<file path="config.mk">
export PLATFORM = sky130hd
export DESIGN_NAME = store_write_buffer
export DESIGN_NICKNAME = d
export VERILOG_FILES = /design/src/rtl/store_write_buffer_pkg.sv /design/src/rtl/store_write_buffer_addr_match.sv /design/src/rtl/store_write_buffer.sv
export SDC_FILE = /design/constraint.sdc
export NUM_CORES = 1
export LEC_CHECK = 0
export CORE_ASPECT_RATIO = 1.5
export CORE_MARGIN = 5
export CORE_UTILIZATION = 35
export DETAILED_ROUTE_END_ITERATION = 7
export SLEW_MARGIN = 5
export SYNTH_ARGS = -nofsm -noshare
export SYNTH_HDL_FRONTEND = slang
export SYNTH_SLANG_ARGS = --single-unit
</file>
<file path="constraint.sdc">
create_clock -name clk -period 18.15 [get_ports clk]
set_input_delay 5.445 -clock clk [delete_from_list [all_inputs] [get_ports clk]]
set_output_delay 5.445 -clock clk [all_outputs]
set_load 0.005 [all_outputs]
</file>
<file path="src/rtl/store_write_buffer_pkg.sv">
// Shared types and sizes for the post-commit store write buffer.
package store_write_buffer_pkg;

  localparam int unsigned SB_DEPTH  = 4;
  localparam int unsigned SB_ADDR_W = 32;
  localparam int unsigned SB_DATA_W = 32;
  localparam int unsigned SB_MBE_W  = 4;

  typedef struct packed {
    logic                 valid;
    logic [SB_ADDR_W-1:0] addr;
    logic [SB_DATA_W-1:0] wdata;
    logic [SB_MBE_W-1:0]  mbe;
  } sb_entry_t;

  typedef enum logic [0:0] {
    SB_IDLE  = 1'b0,
    SB_WRITE = 1'b1
  } sb_state_t;

endpackage

</file>
<file path="src/rtl/store_write_buffer_addr_match.sv">
// DEPTH-wide word-address comparator: flags every valid entry whose word address matches.
module store_write_buffer_addr_match
  import store_write_buffer_pkg::*;
#(
  parameter int unsigned DEPTH  = SB_DEPTH,
  parameter int unsigned WORD_W = SB_ADDR_W - 2
) (
  input  logic [DEPTH-1:0]             valid,
  input  logic [DEPTH-1:0][WORD_W-1:0] words,
  input  logic [WORD_W-1:0]            word,
  output logic [DEPTH-1:0]             hit
);

  // Per-entry equality on the word address, qualified by entry valid.
  always_comb begin
    hit = '0;
    for (int i = 0; i < int'(DEPTH); i++) begin
      hit[i] = valid[i] && (words[i] == word);
    end
  end

endmodule

</file>
<file path="src/rtl/store_write_buffer.sv">
// Post-commit store FIFO: accepts retired stores from the ROB and drains them in order
// to the dcache, one outstanding write at a time. Also flags loads hitting a pending store.
// Optional feature macro: STORE_COALESCE_EN (merge a push into the youngest matching
// queued entry that is not the write currently in flight).
module store_write_buffer
  import store_write_buffer_pkg::*;
#(
  parameter int unsigned DEPTH  = SB_DEPTH,
  parameter int unsigned ADDR_W = SB_ADDR_W
) (
  input  logic                 clk,
  input  logic                 rst,
  input  logic                 st_valid,
  input  logic [ADDR_W-1:0]    st_addr,
  input  logic [SB_DATA_W-1:0] st_wdata,
  input  logic [SB_MBE_W-1:0]  st_mbe,
  output logic                 st_ready,
  output logic                 mem_write,
  output logic [ADDR_W-1:0]    mem_address,
  output logic [SB_DATA_W-1:0] mem_wdata,
  output logic [SB_MBE_W-1:0]  mem_byte_enable,
  input  logic                 mem_resp,
  input  logic [ADDR_W-1:0]    ld_addr,
  output logic                 ld_conflict,
  output logic                 sb_empty
);

  localparam int unsigned CNT_W  = $clog2(DEPTH + 1);
  localparam int unsigned PTR_W  = $clog2(DEPTH);
  localparam int unsigned WORD_W = ADDR_W - 2;

  sb_entry_t               entries [DEPTH];
  logic [PTR_W-1:0]        head;
  logic [PTR_W-1:0]        tail;
  logic [CNT_W-1:0]        count;
  logic [CNT_W-1:0]        count_nxt;
  sb_state_t               state;
  sb_state_t               state_nxt;
  logic                    push;
  logic                    pop;
  logic                    alloc;
  sb_entry_t               new_entry;
  logic [DEPTH-1:0]        ent_valid;
  logic [DEPTH-1:0][WORD_W-1:0] ent_word;
  logic [DEPTH-1:0]        ld_hit;
  logic                    unused_ld_offset;

  assign st_ready  = (count != CNT_W'(DEPTH));
  assign push      = st_valid && st_ready;
  assign pop       = (state == SB_WRITE) && mem_resp;
  assign count_nxt = count + CNT_W'(alloc) - CNT_W'(pop);

  // Low load-address bits are a byte offset; the probe compares whole words.
  assign unused_ld_offset = ^ld_addr[1:0];

  // Flatten entry valid bits and word addresses for the comparators.
  always_comb begin
    ent_valid = '0;
    ent_word  = '0;
    for (int i = 0; i < int'(DEPTH); i++) begin
      ent_valid[i] = entries[i].valid;
      ent_word[i]  = entries[i].addr[ADDR_W-1:2];
    end
  end

  store_write_buffer_addr_match #(
    .DEPTH  (DEPTH),
    .WORD_W (WORD_W)
  ) u_ld_match (
    .valid (ent_valid),
    .words (ent_word),
    .word  (ld_addr[ADDR_W-1:2]),
    .hit   (ld_hit)
  );

  assign ld_conflict = |ld_hit;

`ifdef STORE_COALESCE_EN
  logic [DEPTH-1:0] st_hit;
  logic [DEPTH-1:0] st_cand;
  logic             merge;
  logic [PTR_W-1:0] merge_idx;

  store_write_buffer_addr_match #(
    .DEPTH  (DEPTH),
    .WORD_W (WORD_W)
  ) u_st_match (
    .valid (ent_valid),
    .words (ent_word),
    .word  (st_addr[ADDR_W-1:2]),
    .hit   (st_hit)
  );

  // Youngest matching entry, scanning oldest to youngest; in-flight head never merges.
  always_comb begin
    st_cand = st_hit;
    if (state == SB_WRITE) begin
      st_cand[head] = 1'b0;
    end
    merge     = 1'b0;
    merge_idx = head;
    for (int k = 0; k < int'(DEPTH); k++) begin
      if (st_cand[head + PTR_W'(k)]) begin
        merge     = 1'b1;
        merge_idx = head + PTR_W'(k);
      end
    end
  end

  assign alloc = push && !merge;
`else
  assign alloc = push;
`endif

  // Incoming store packed into an entry.
  always_comb begin
    new_entry       = '0;
    new_entry.valid = 1'b1;
    new_entry.addr  = st_addr;
    new_entry.wdata = st_wdata;
    new_entry.mbe   = st_mbe;
  end

  // Entry storage and ring pointers.
  always_ff @(posedge clk or posedge rst) begin
    if (rst) begin
      for (int i = 0; i < int'(DEPTH); i++) begin
        entries[i] <= '0;
      end
      head  <= '0;
      tail  <= '0;
      count <= '0;
    end else begin
      if (pop) begin
        entries[head].valid <= 1'b0;
        head                <= head + PTR_W'(1);
      end
      if (alloc) begin
        entries[tail] <= new_entry;
        tail          <= tail + PTR_W'(1);
      end
`ifdef STORE_COALESCE_EN
      if (push && merge) begin
        for (int b = 0; b < int'(SB_MBE_W); b++) begin
          if (st_mbe[b]) begin
            entries[merge_idx].wdata[8*b +: 8] <= st_wdata[8*b +: 8];
          end
        end
        entries[merge_idx].mbe <= entries[merge_idx].mbe | st_mbe;
      end
`endif
      count <= count_nxt;
    end
  end

  // Drain FSM state register.
  always_ff @(posedge clk or posedge rst) begin
    if (rst) begin
      state <= SB_IDLE;
    end else begin
      state <= state_nxt;
    end
  end

  // Drain FSM next state: start a write once anything is queued, stay busy while work remains.
  always_comb begin
    state_nxt = state;
    case (state)
      SB_IDLE:  if (count_nxt != '0) state_nxt = SB_WRITE;
      SB_WRITE: if (pop && (count_nxt == '0)) state_nxt = SB_IDLE;
      default:  state_nxt = SB_IDLE;
    endcase
  end

  // Write request presents the head entry while writing; zeros otherwise.
  always_comb begin
    mem_write       = (state == SB_WRITE);
    mem_address     = '0;
    mem_wdata       = '0;
    mem_byte_enable = '0;
    if (state == SB_WRITE) begin
      mem_address     = entries[head].addr;
      mem_wdata       = entries[head].wdata;
      mem_byte_enable = entries[head].mbe;
    end
  end

  assign sb_empty = (count == '0) && (state == SB_IDLE);

endmodule

</file>
; ---- Word-level counts from Yosys, hierarchy flattened
; Cells that the tools add are included.
[totals]
wordCells = 67
inputBits = 104
ff_bits = 284
[classes]
reduce_logical = 14
bitwise = 3
muxes = 17
magnitude_cmp = 4
eq_ne = 5
add_sub_neg = 4
[op_table]
columns = cell, n
row1 = bitwise mux 276 bit, 2
row2 = two-way mux 276 bit, 2
row3 = demux 69 bit (select 2 bit), 2
row4 = binary-select mux 69 bit (select 2 bit), 1
row5 = two-way mux 69 bit, 2
row6 = two-way mux 68 bit, 2
row7 = equality test 30 bit, 4
row8 = two-way mux 32 bit, 2
row9 = logical AND 1 bit, 10
row10 = ">= comparator 3 bit, second input constant", 2
row11 = zero test 3 bit, 2
row12 = "< comparator 3 x 1 -> 1 bit, second input constant", 2
row13 = inverter 2 -> 3 bit, 2
row14 = "adder 2 x 1 -> 2 bit, second input constant", 2
row15 = two-way mux 4 bit, 1
row16 = OR reduction 4 bit, 1
row17 = adder 3 x 1 -> 3 bit, 1
row18 = "!= test 3 bit, second input constant", 1
row19 = nonzero test 3 bit, 1
row20 = subtractor 3 x 1 -> 3 bit, 1
row21 = two-way mux 1 bit, 2
row22 = case mux 1 bit (2 select lines), 1
row23 = inverter 1 bit, 1

; ---- Logic depth before layout (Yosys ltp)
[depth]
ltp_word = 9
depth_mapped = 13

; ---- Modules after synthesis
; From an unflattened synthesis, not the netlist that was laid out.
[unflattened]
hier_cells = 969
hier_area_um2 = 14437.6
[by_module_without_submodules]
columns = module, seq_area_each_um2, instances, cells_per_inst, area_each_um2
row1 = store_write_buffer, 7106.8, 1, 794, 12947.4
row2 = store_write_buffer_addr_match, 0.0, 1, 175, 1490.2

; ---- Least setup slack after synthesis
; No wires, ideal clock.
[synth_timing]
path_kind = input-to-output
startpoint = input port ld_addr[8]
endpoint = output port ld_conflict
cell_stages = 6
required_time_ps = 12705
t_arrival_ps = 6348
path_buffers = 1
path_slack_ps = 6357
cell_sequence = clkbuf_1 > xnor2_1 > nand4_1 > nor4_1 > nand4_1 > nand4_1
[synth_via]
elab_chain_cells = 3
[synth_rtl]
columns = element, line_no
row1 = from (decl), store_write_buffer.sv:23  ; input logic [ADDR_W-1:0] ld_addr,
row2 = equality test 30 bit, store_write_buffer_addr_match.sv:18  ; hit[i] = valid[i] && (words[i] == word);
row3 = logical AND 1 bit, store_write_buffer_addr_match.sv:18
row4 = OR reduction 4 bit *, store_write_buffer.sv:76  ; assign ld_conflict = |ld_hit;
row5 = to (decl), store_write_buffer.sv:24  ; output logic ld_conflict,
; Mark *: on every way between the ends. The rest lies on a longest branch, timed or not.

; ---- Worst setup path after layout
[layout_timing]
startpoint = input port ld_addr[20]
endpoint = output port ld_conflict
; The elaborated chain is that of the path after synthesis.

==> insert_results.sql <==
INSERT INTO impl_metrics (metric_group, metric, value, unit) VALUES
('setup_path', 'cp.required', '12700', 'ps'),
('timing', 'setup_ws', '4810', 'ps'),
('cells_and_area', 'number_of_filler_instances_in_the_final_layout', '3726', ''),
('synth', 'synth_compound_gate_area_share', '0.0700', '%'),
('detailed_routing', 'drcViolationCount', '0', ''),
('timing', 'fin_crit_sh', '73.5', '%'),
('worst_hold_path', 'worst_hold_check_path_type', 'flip-flop to flip-flop', ''),
('cells_and_area', 'nNetsFinal', '1231', ''),
('clock_network', 'post-cts-setup-buffers', '0', ''),
('grt', 'grt_pass1_wl', '59.4', 'mm'),
('setup_path', 'start_kind', 'primary input', ''),
('detailed_routing', 'drt_wl_total', '38.4', 'mm'),
('floorplan', 'dieArea', '45100', 'sq um'),
('synth', 'synth-warning-count', '0', ''),
('synth', 'async_flop_share', '100', '%'),
('power_and_ir_drop', 'power.net_switching', '1.09', 'mW'),
('setup_path', 'setup.worst_path.class', 'primary input to primary output', ''),
('grt', 'grt_start_max_net_pins', '173', ''),
('clock_network', 'cts_buf_count', '30', ''),
('power_and_ir_drop', 'power_density', '198', 'nW/um^2'),
('power_and_ir_drop', 'power', '3.45', 'mW'),
('floorplan', 'floorplan.die.height', '258', 'um'),
('floorplan', 'effective_utilization_at_floorplan', '35.5', '%'),
('placement', 'place_hpwl', '25.0', 'mm'),
('placement', 'dp_worst_slack', '4820', 'ps'),
('synth', 'post_synthesis_simple_gate_area_fraction', '5.75', '%'),
('synth', 'yosysTopAreaCell', 'sky130_fd_sc_hd__dfrtp_1', ''),
('cells_and_area', 'final_layout_size_suffix_gt1_share', '35.5', '%'),
('grt', 'grt_antenna_before_repair', '1', ''),
('clock_network', 'cts.sinks', '284', ''),
('timing', 'final_period_minus_worst_setup_slack', '13340', 'ps'),
('timing', 'final_setup_fails', '0', ''),
('synth', 'cell_with_the_most_instances_after_synthesis', 'sky130_fd_sc_hd__dfrtp_1', ''),
('power_and_ir_drop', 'power_report.internal_total', '2.36', 'mW'),
('grt', 'grt_use_total', '17.0', '%'),
('detailed_routing', 'post_drt_wl_per_cell', '23.3', 'um'),
('synth', 'syn_inst', '973', ''),
('timing', 'timing_worst_slew_pin_value', '1100', 'ps'),
('detailed_routing', 'drtAntennaViolNets', '0', ''),
('timing', 'timing.clock.skew', '11.8', 'ps'),
('detailed_routing', 'drt_pass1_iterations', '5', ''),
('setup_path', 'critical_path_arrival', '7900', 'ps'),
('synth', 'synth_largest_type_area_fraction', '49.7', '%'),
('clock_network', 'hold_buffers', '0', ''),
('grt', 'overflow', '0', ''),
('detailed_routing', 'detailroute.via_count', '8483', ''),
('cells_and_area', 'final_util', '43.2', '%'),
('synth', 'synth-seq-cells', '284', ''),
('placement', 'final_gp_congestion', '0.877', ''),
('synth', 'combinational_family_with_the_most_area_after_synthesis', 'multiplexers', ''),
('detailed_routing', 'dr.first_iter.drc_count', '339', ''),
('synth', 'synth_edf_count', '0', ''),
('synth', 'netlist_area', '14300', 'sq um'),
('timing', 'final_hold_viol_count', '0', ''),
('status', 'run_status', 'complete, no violations', ''),
('clock_network', 'insertion_delay', '560', 'ps'),
('power_and_ir_drop', 'p_sw_share', '31.6', '%'),
('floorplan', 'rows', '90', ''),
('synth', 'yosys.area_share.xor_xnor', '7.59', '%'),
('synth', 'synthDistinctLibCells', '25', ''),
('power_and_ir_drop', 'share_clk_of_total_power', '18.3', '%'),
('floorplan', 'floorplan.die.width', '175', 'um'),
('power_and_ir_drop', 'power.share.sequential', '35.5', '%'),
('power_and_ir_drop', 'ir_worst_vdd', '76.7', 'uV'),
('clock_network', 'tritoncts', 'yes', ''),
('clock_network', 'cts_clock_pin_slew_for_the_worst_setup_and_hold_paths', '60', 'ps'),
('setup_path', 'end_kind', 'primary output', ''),
('power_and_ir_drop', 'comb_power_share', '46.2', '%'),
('synth', 'synth_seq_area_share', '49.7', '%'),
('synth', 'post_synth.cell_area_avg', '14.7', 'sq um'),
('synth', 'synth-adder-area-share', '1.01', '%');
[power groups by stage]
stage	logic, mW	registers, mW	clock network (mW)
after floorplan	1.08	1.12	0
after global placement	1.60	1.22	0
after detailed placement	1.62	1.24	0
after CTS	1.63	1.23	0.654
after global routing	1.71	1.27	0.678
final	1.59	1.23	0.631
[registers in the layout, indices dropped and copies added (netlist names)]
signal,count
count,3
ent_valid,4
ent_word,120
entries,152
head,2
mem_write,1
tail,2
[cell type report]
class,instances,area (sq um),share of cell area (%)
sequential,284,7120,40.9
tap,506,633,3.64
inverter,9,41.3,0.237
clock buffer,46,922,5.30
antenna,1,2.50,0.0144
timing repair buffer,180,1800,10.3
multi-input combinational,611,6790,39.0
clock inverter,8,93.8,0.539
[cells by family (layout without fill, tap and decap cells)]
| group | count (synthesis) | after routing |
|---|---|---|
| buf+inv | 78 | 243 |
| mux | 340 | 340 |
| simple gates | 134 | 134 |
| xor+xnor | 124 | 124 |
| compound gates | 2 | 2 |
| flops | 284 | 284 |
| other cells | 0 | 1 |
| fa+ha+maj | 11 | 11 |
[final timing paths]
path	start	endpoint	depth (start not counted)
worst min-delay path	ent_valid[2]$_DFF_PP0_	ent_valid[2]$_DFF_PP0_	2
worst min register to register	ent_valid[2]$_DFF_PP0_	ent_valid[2]$_DFF_PP0_	2
worst max register to register	mem_write$_DFF_PP0_	mem_write$_DFF_PP0_	9
min in group asynchronous	rst	entries[226]$_DFFE_PP0P_	2
max in group asynchronous	rst	head[0]$_DFFE_PP0P_	3
worst max-delay path	ld_addr[20]	ld_conflict	7
[stage by stage]
step | instance area [sq um] | hold slack [ps] | instances
global route | 17400 | 508 | 1644
finish | 17400 | 485 | 1645
global placement | 16400 | 468 | 1590
CTS | 17400 | 492 | 1644
detailed placement | 16400 | 472 | 1590
floorplan | 14300 | 444 | 973
[layer usage]
layer  GRT usage, %  wire, um  up-vias
li1               -         -     3767
met1           20.5     15200     4479
met2           30.8     20300      178
met3           2.47      1510       59
met4           6.18      1390        0
met5              0         0        -
[worst max-delay path, stage by stage]
cell and delay [ps]:
sky130_fd_sc_hd__clkdlybuf4s50_1 540, sky130_fd_sc_hd__xnor2_1 460, sky130_fd_sc_hd__nand4_1 140, sky130_fd_sc_hd__nor4_1 460
sky130_fd_sc_hd__nand4_1 140, sky130_fd_sc_hd__nand4_1 180, sky130_fd_sc_hd__clkdlybuf4s50_1 520
[layout by cell type (no fill, tap or decap), drive strengths merged]
master         instances
and2                  70
buf                    7
bufinv                 2
clkbuf                46
clkdlybuf4s50        173
clkinv                 5
dfrtp                284
diode                  1
fa                     1
ha                    10
inv                   10
mux2                 272
mux4                  68
nand2                 19
nand4                 25
nor2                   1
nor2b                  1
nor4                  17
o21ai                  2
or4                    1
xnor2                 80
xor2                  44
(Power assumes the default switching activity.)
